--- config.mk ---
export PLATFORM = sky130hd
export DESIGN_NAME = load_store_unit
export DESIGN_NICKNAME = d
export VERILOG_FILES = /design/src/rtl/lsu_pkg.sv /design/src/rtl/lsu_lane_align.sv /design/src/rtl/load_store_unit.sv
export SDC_FILE = /design/constraint.sdc
export NUM_CORES = 1
export LEC_CHECK = 0
export ABC_CLOCK_PERIOD_IN_PS = 2300
export BUFFER_PORTS_ARGS = -buffer_cell sky130_fd_sc_hd__buf_4
export CORE_MARGIN = 3
export CORE_UTILIZATION = 39
export CTS_BUF_LIST = sky130_fd_sc_hd__clkbuf_4 sky130_fd_sc_hd__clkbuf_8
export DETAILED_ROUTE_END_ITERATION = 8
export PLACE_DENSITY = 0.71
export SETUP_SLACK_MARGIN = 0.3
export SLEW_MARGIN = 20
export SYNTH_ARGS = -nofsm -noshare
export SYNTH_HDL_FRONTEND = slang
export SYNTH_SLANG_ARGS = --single-unit
--- constraint.sdc ---
create_clock -name Clk -period 2.3 [get_ports Clk]
set_clock_uncertainty 0.05 [all_clocks]
set_input_delay 0.46 -clock Clk [delete_from_list [all_inputs] [get_ports Clk]]
set_output_delay 0.46 -clock Clk [all_outputs]
set_load 0.01 [all_outputs]
--- src/rtl/lsu_pkg.sv ---
// ----------------------------------------------------------------------------
// lsu_pkg
// Shared definitions for the load/store unit:
//   - access size encodings (SZ_BYTE / SZ_HALF / SZ_WORD, 2'b11 is illegal)
//   - FSM state type lsu_state_t
//   - is_misaligned(): alignment check for a size / low address pair
// ----------------------------------------------------------------------------
package lsu_pkg;

    localparam logic [1:0] SZ_BYTE = 2'b00;
    localparam logic [1:0] SZ_HALF = 2'b01;
    localparam logic [1:0] SZ_WORD = 2'b10;

    typedef enum logic {
        IDLE   = 1'b0,
        RMW_WR = 1'b1
    } lsu_state_t;

    // The illegal size 2'b11 is folded into the misaligned class so that it
    // gets rejected through the same path.
    function automatic logic is_misaligned(input logic [1:0] size,
                                           input logic [1:0] addr_lo);
        logic bad;
        case (size)
            SZ_BYTE: bad = 1'b0;
            SZ_HALF: bad = addr_lo[0];
            SZ_WORD: bad = (addr_lo != 2'b00);
            default: bad = 1'b1;
        endcase
        return bad;
    endfunction

endpackage

--- src/rtl/lsu_lane_align.sv ---
// ----------------------------------------------------------------------------
// lsu_lane_align
// Pure combinational little-endian lane handling.
//   Loads : pick the byte/half at lane from rword and zero/sign-extend it;
//           words pass through unchanged.
//   Stores: insert wdata[7:0] / wdata[15:0] into rword at lane (merge word
//           for the read-modify-write sequence).
// Ports:
//   size        in   access size (lsu_pkg encodings)
//   ld_unsigned in   1 = zero-extend, 0 = sign-extend
//   lane        in   byte lane (address bits [1:0])
//   rword       in   word read from memory
//   wdata       in   right-justified store data
//   load_data   out  extended load result
//   merge_data  out  rword with store data inserted
// ----------------------------------------------------------------------------
module lsu_lane_align
    import lsu_pkg::*;
#(
    parameter int DATA_W = 32
) (
    input  logic [1:0]        size,
    input  logic              ld_unsigned,
    input  logic [1:0]        lane,
    input  logic [DATA_W-1:0] rword,
    input  logic [DATA_W-1:0] wdata,
    output logic [DATA_W-1:0] load_data,
    output logic [DATA_W-1:0] merge_data
);

    logic        [7:0]  byte_v;
    logic        [15:0] half_v;
    logic signed [7:0]  byte_s;
    logic signed [15:0] half_s;

    always_comb begin
        byte_v = rword[{lane, 3'b000} +: 8];
        // Halves sit on lane 0 or lane 2; lane[0] is already known to be 0.
        half_v = rword[{lane[1], 4'b0000} +: 16];
        byte_s = byte_v;
        half_s = half_v;

        load_data = rword;
        case (size)
            SZ_BYTE: begin
                if (ld_unsigned) load_data = DATA_W'(byte_v);
                else             load_data = DATA_W'(byte_s);
            end
            SZ_HALF: begin
                if (ld_unsigned) load_data = DATA_W'(half_v);
                else             load_data = DATA_W'(half_s);
            end
            default: load_data = rword;
        endcase
    end

    always_comb begin
        merge_data = rword;
        case (size)
            SZ_BYTE: merge_data[{lane, 3'b000} +: 8]     = wdata[7:0];
            SZ_HALF: merge_data[{lane[1], 4'b0000} +: 16] = wdata[15:0];
            default: merge_data = wdata;
        endcase
    end

endmodule

--- src/rtl/load_store_unit.sv ---
// ----------------------------------------------------------------------------
// load_store_unit
// Bridges the core's byte/half/word memory ops onto a word-wide DataMemory
// (combinational read, posedge write). Loads complete in the same cycle;
// word stores in one cycle; sub-word stores use a two-cycle read-modify-write
// during which busy stalls the core for the first cycle.
// Ports:
//   Clk, Reset      clock, synchronous active-high reset
//   req_*           request from the core (held stable while busy=1)
//   busy            op not yet complete, core must hold
//   resp_rdata      extended load data (0 when no valid load)
//   misalign_err    request rejected this cycle
//   Mem*            DataMemory interface (word-aligned address)
// ----------------------------------------------------------------------------
module load_store_unit
    import lsu_pkg::*;
#(
    parameter int ADDR_W = 32,
    parameter int DATA_W = 32
) (
    input  logic              Clk,
    input  logic              Reset,
    input  logic              req_valid,
    input  logic              req_write,
    input  logic [1:0]        req_size,
    input  logic              req_unsigned,
    input  logic [ADDR_W-1:0] req_addr,
    input  logic [DATA_W-1:0] req_wdata,
    output logic              busy,
    output logic [DATA_W-1:0] resp_rdata,
    output logic              misalign_err,
    output logic [ADDR_W-1:0] MemAddress,
    output logic [DATA_W-1:0] MemWriteData,
    output logic              MemWrite,
    output logic              MemRead,
    input  logic [DATA_W-1:0] MemReadData
);

    lsu_state_t        state_q, state_d;
    logic [DATA_W-1:0] merge_data_p1;
    logic [ADDR_W-1:0] merge_addr_p1;

    logic [DATA_W-1:0] load_data;
    logic [DATA_W-1:0] merge_data;
    logic [ADDR_W-1:0] word_addr;
    logic              misaligned;

    assign word_addr  = {req_addr[ADDR_W-1:2], 2'b00};
    assign misaligned = is_misaligned(req_size, req_addr[1:0]);

    lsu_lane_align #(
        .DATA_W (DATA_W)
    ) u_align (
        .size        (req_size),
        .ld_unsigned (req_unsigned),
        .lane        (req_addr[1:0]),
        .rword       (MemReadData),
        .wdata       (req_wdata),
        .load_data   (load_data),
        .merge_data  (merge_data)
    );

    // Stage p0 -> p1: state, merge word and word address for the RMW write.
    always_ff @(posedge Clk) begin
        if (Reset) begin
            state_q       <= IDLE;
            merge_data_p1 <= '0;
            merge_addr_p1 <= '0;
        end else begin
            state_q <= state_d;
            if (state_q == IDLE && state_d == RMW_WR) begin
                merge_data_p1 <= merge_data;
                merge_addr_p1 <= word_addr;
            end
        end
    end

    always_comb begin
        state_d      = state_q;
        busy         = 1'b0;
        resp_rdata   = '0;
        misalign_err = 1'b0;
        MemAddress   = word_addr;
        MemWriteData = req_wdata;
        MemWrite     = 1'b0;
        MemRead      = 1'b0;

        // Reset gates every control output, so an RMW write in flight is
        // dropped rather than committed on the reset edge.
        if (!Reset) begin
            case (state_q)
                IDLE: begin
                    if (req_valid) begin
                        if (misaligned) begin
                            misalign_err = 1'b1;
                        end else if (!req_write) begin
                            MemRead    = 1'b1;
                            resp_rdata = load_data;
                        end else if (req_size == SZ_WORD) begin
                            MemWrite = 1'b1;
                        end else begin
                            MemRead = 1'b1;
                            busy    = 1'b1;
                            state_d = RMW_WR;
                        end
                    end
                end
                RMW_WR: begin
                    MemWrite     = 1'b1;
                    MemWriteData = merge_data_p1;
                    MemAddress   = merge_addr_p1;
                    state_d      = IDLE;
                end
                default: state_d = IDLE;
            endcase
        end
    end

endmodule

# Word level (Yosys, flattened, before mapping)
# Index checks and enable logic that the tools add are counted.
[totals] ff_bits=63 latchBits=0 mem_bits_rw=0 rom_bits=0 in_bits=103 output_inout_bits=100 wordCells=56 mem_count=0
[op_classes] add_sub_neg=2 mul=0 div=0 order_cmp=0 n_eq_ne=2 shift=6 muxes=39 bitwise_logic=1 n_reduce_logical=3
[ops] cell="$mux 32" n=11
[ops] cell="$pmux 32 s2" n=2
[ops] cell="$bwmux 32" n=2
[ops] cell="$shift 16x7->32 const A" n=1
[ops] cell="$shift 8x7->32 const A" n=1
[ops] cell="$shiftx 16x7->32" n=1
[ops] cell="$shiftx 32x6->16" n=1
[ops] cell="$shiftx 32x6->8" n=1
[ops] cell="$shiftx 8x7->32" n=1
[ops] cell="$mux 1" n=21
[ops] cell="$neg 5->7" n=2
[ops] cell="$pmux 1 s2" n=2
[ops] cell="$pmux 1 s3" n=1
[ops] cell="$eq 2x1->1 const B" n=1
[ops] cell="$eq 2x2->1 const B" n=1
[ops] cell="$logic_not 2->1" n=1
[ops] cell="$reduce_bool 2->1" n=1
[ops] cell="$logic_and 1x1->1" n=1
[ops] cell="$not 1->1" n=1

# Logic depth before layout (Yosys ltp)
[depth] word_depth=8 ltp_mapped=8 mapped_depth_nobuf=6

# Modules after synthesis
# Synthesis repeated with hierarchy kept, for this count alone.
[unflattened] cells_unflattened=592 hier_area_um2=5465.2
[modules_own_cells] module="load_store_unit" n_inst=1 cells_per_inst=324 area_per_inst_um2=3779.9 seq_area_each_um2=1261.2
[modules_own_cells] module="lsu_lane_align" n_inst=1 cells_per_inst=268 area_per_inst_um2=1685.4 seq_area_each_um2=0.0

# Worst setup path after synthesis
# No wires, ideal clock.
[synth_path] kind="input -> output" from="in req_addr[0]" to="out resp_rdata[10]" arrival_time_ns=1.951 t_required_ns=1.790 path_slack_ns=-0.161 stages=8 path_buffers=2 path_cell_list="clkbuf_1 inv_1 ha_1 nand2b_1 nand3b_1 nand2b_1 clkbuf_1 a221oi_1"
[synth_between] elab_chain_cells=8 elab_cells_between_ends=10 classes_between="shift: 1; mux: 8; reduce/logical: 1"
[synth_rtl] item="from (decl)" line="load_store_unit.sv:27" rtl="input logic [ADDR_W-1:0] req_addr,"
[synth_rtl] item="$shiftx 32x6->8" line="lsu_lane_align.sv:37" rtl="byte_v = rword[{lane, 3'b000} +: 8];"
[synth_rtl] item="$mux 32" line="lsu_lane_align.sv:46" rtl="if (ld_unsigned) load_data = DATA_W'(byte_v);"
[synth_rtl] item="$pmux 32 s2" line="lsu_lane_align.sv:44" rtl="case (size)"
[synth_rtl] item="$mux 32" line="load_store_unit.sv:96" rtl="end else if (!req_write) begin"
[synth_rtl] item="$mux 32 (*)" line="load_store_unit.sv:94" rtl="if (misaligned) begin"
[synth_rtl] item="$mux 32 (*)" line="load_store_unit.sv:93" rtl="if (req_valid) begin"
[synth_rtl] item="$mux 32 (*)" line="load_store_unit.sv:91" rtl="case (state_q)"
[synth_rtl] item="$mux 32 (*)" line="load_store_unit.sv:90" rtl="if (!Reset) begin"
[synth_rtl] item="to (decl)" line="load_store_unit.sv:30" rtl="output logic [DATA_W-1:0] resp_rdata,"
# Mark *: on every way between the ends. The rest lies on a longest branch, timed or not.

# Worst setup path in the final report
[layout_path] from="reg state_q" to="out resp_rdata[11]"
[layout_between] elab_chain_cells=2
[layout_rtl] item="from (decl)" line="load_store_unit.sv:39" rtl="lsu_state_t state_q, state_d;"
[layout_rtl] item="from (signal assigned)" line="load_store_unit.sv:70" rtl="state_q <= state_d;"
[layout_rtl] item="$mux 32" line="load_store_unit.sv:91"
[layout_rtl] item="$mux 32" line="load_store_unit.sv:90"
# Every way passes these cells.

==> flow_metrics.py <==
metrics = {
    "timing": {
        "worst_pin_slew_ns": 1.04,
        "setup_violations": 62,
        "fin_crit_sh_pct": 111,
        "fmax_mhz": 393,
        "hold_violations": 0,
        "slew_viol_final": 0,
        "worst_slack_ns": -0.247,
        "max_slew_margin_pct": 30.4,
        "rsz0062_at_grt": "true",
        "finalWorstPathRequiredPeriod_ns": 2.55,
    },
    "job": {
        "cap_violations": 0,
    },
    "clock_tree": {
        "clk_pin_slew_ns": 0.09,
        "clock_sinks": 63,
        "h-tree-depth": 3,
        "cts_made_buffers": 9,
        "clockBufferDepth": 2,
        "clock_latency_ns": 0.37,
        "cts_tree": "yes",
        "cts_root_buf": "clkbuf_8",
    },
    "cells_and_area": {
        "n_fill_cell": 626,
        "syn_to_final_growth_pct": 100,
        "fin_util_pct": 81.4,
        "final_cells": 988,
        "layout_common_cells": "buf_4 (208), dfxtp_1 (62), nor2_1 (53)",
        "fin_nets": 951,
        "drive_gt1_share_pct": 62.9,
        "layout_commonest_cell": "buf_4",
        "diodes": 0,
    },
    "critical_path": {
        "cp.arrival_ns": 2.04,
        "criticalPathCategory": "reg2out",
        "required_ns": 1.79,
        "startpoint_type": "flop",
        "crit_path_end_kind": "output port",
        "crit_path_max_fanout": 5,
    },
    "global_route": {
        "grt_pass1_vias": 5684,
        "grt_pass1_wl_um": 31200,
        "grt_max_degree": 63,
        "antenna_found_initial": 0,
        "grt_overflow": 0,
        "grt_usage_pct": 30.6,
    },
    "routing": {
        "first_iter_violations": 896,
        "met1_length_um": 9020,
        "topRoutingLayerUsed": "met4",
        "vias": 6472,
        "wl_um": 25600,
        "viasPerCell": 6.55,
        "routedWlPerCell_um": 26.0,
        "drtAntennaViolNets": 0,
        "drc": 0,
        "met3_length_um": 2830,
        "wl_met2_um": 12200,
        "firstDrtPassIters": 6,
    },
    "outcome": {
        "outcome": "finished, violations left",
        "violations": "negative setup slack",
    },
    "die": {
        "core_area_um2": 11100,
        "die_h_um": 113,
        "die-area_um2": 12900,
        "die_w_um": 113,
        "floorplan.initialDensity_pct": 40.7,
        "io-pin-count": 203,
        "rows": 38,
    },
    "place": {
        "gp_congestion": 0.905,
        "hpwl_um": 13600,
        "placed_cells_incl_taps": 908,
        "port_buffers": 200,
    },
    "power_and_ir_drop": {
        "p_leak_uw": 0.00387,
        "finalPower_uw": 3380,
        "pwr_density_cell_nw_per_um2": 375,
        "peakVddDrop_mv": 0.392,
    },
    "yosys": {
        "netlist_instances": 581,
        "synth_top_cell_by_area": "dfxtp_1",
        "synth_top_area_share_pct": 28.0,
        "synthDistinctLibCells": 39,
        "synth.cell_area_um2": 4500,
        "syn_avg_cell_area_um2": 7.75,
        "synth-seq-cells": 63,
        "synth_area_leaders": "dfxtp_1 (28%), mux2_2 (16%), nand2_1 (7.0%), a221oi_1 (6.0%), a21oi_1 (5.8%)",
        "ys_seq_area_share_pct": 28.0,
        "ys_warn_count": 0,
    },
    "min_path": {
        "hold_class": "in2reg",
    },
}
[worst max-delay path, cell delays in order (launching register included)]
cell	delay (ns)
dfxtp_2	0.33
or3b_4	0.37
nand3b_1	0.20
nand2b_4	0.23
buf_12	0.17
a221oi_4	0.19
buf_4	0.17
[worst paths after layout]
path / start / to / slack, ns / depth (start not counted)
worst max register to register: state_q / merge_addr_p1[3] / -0.02 / 11
worst min-delay path: req_addr[9] / merge_addr_p1[9] / 0.31 / 3
worst max-delay path: state_q / resp_rdata[11] / -0.25 / 6
worst min register to register: merge_addr_p1[17] / merge_addr_p1[17] / 0.44 / 2
[stage by stage]
stage                     worst slack, ns  hold slack [ns]  setup TNS, ns  cell area (µm²)
after floorplan                     0.153            0.384              0             5030
after global placement            -0.0282            0.389         -0.141             6710
after detailed placement          -0.0556            0.397         -0.562             6710
after CTS                          -0.207            0.301          -5.61             7820
after global routing               -0.288            0.311          -9.51             9020
final                              -0.247            0.310          -6.71             9020
[report_power, final]
part	total, µW	internal, µW	switching [µW]	leakage [µW]
Sequential	1140	1120	23.3	0.000511
Clock	1050	503	552	0.0000956
Combinational	1190	570	620	0.00326
[layer usage]
layer,vias to the layer above,GRT usage (%)
met4,0,11.2
met2,577,51.9
met3,170,5.36
met5,-,0
met1,3073,38.9
li1,2652,-
[cell families (layout without fill, tap and decap cells)]
| group | Yosys count | in the layout | share of synthesized area, % |
|---|---|---|---|
| AO/OA/AOI/OAI | 160 | 160 | 24.6 |
| adder cells (fa/ha/maj) | 5 | 5 | 1.39 |
| buffers and inverters | 72 | 337 | 7.28 |
| flip-flops | 63 | 63 | 28.0 |
| multiplexers | 80 | 80 | 19.6 |
| other | 1 | 2 | 0.0833 |
| AND/OR/NAND/NOR | 200 | 201 | 19.1 |
[repair_timing]
action                                  4_1_cts  5_1_grt
gates cloned                                 15       15
buffers inserted                             17       17
endpoints found under the setup margin      134      161
gates resized for setup                     103      178
hold buffers                                  0        0
endpoints found under the hold margin         0        0
pin swaps                                    48       44
[registers in the layout, summed over array words and instances (netlist names)]
register,flops
state_q,1
merge_addr_p1,30
merge_data_p1,32
[cell usage after synthesis]
library cell	n
o21a_1	1
o22ai_1	7
nor2b_1	1
o21ai_0	9
a22oi_1	1
or3_1	1
nor3_1	32
mux2i_1	16
or3b_1	2
nand2b_1	8
buf_2	16
nor4bb_1	2
nand3b_1	2
ha_1	5
a311oi_1	8
and3_1	1
a22o_1	16
clkbuf_1	31
buf_1	3
nor2_1	64
nand4b_1	1
a221oi_1	31
a21boi_0	8
a31oi_1	8
dfxtp_1	63
a21oi_1	52
nand2_1	84
mux2_2	64
conb_1	1
buf_4	4
a211oi_1	16
o41a_1	1
buf_6	3
nand3_1	1
nand4bb_1	1
inv_1	14
a2111o_1	1
inv_2	1
o211ai_1	1
[cell type report]
type | instances | area, µm² | area share, %
clock buffer | 9 | 124 | 1.37
clock inverter | 7 | 72.6 | 0.805
inverter | 15 | 61.3 | 0.680
multi-input combinational | 448 | 4100 | 45.5
sequential | 63 | 1260 | 14.0
tap | 140 | 175 | 1.94
timing repair buffer | 306 | 3220 | 35.7
No activity file was read; power rests on OpenSTA's default activity.
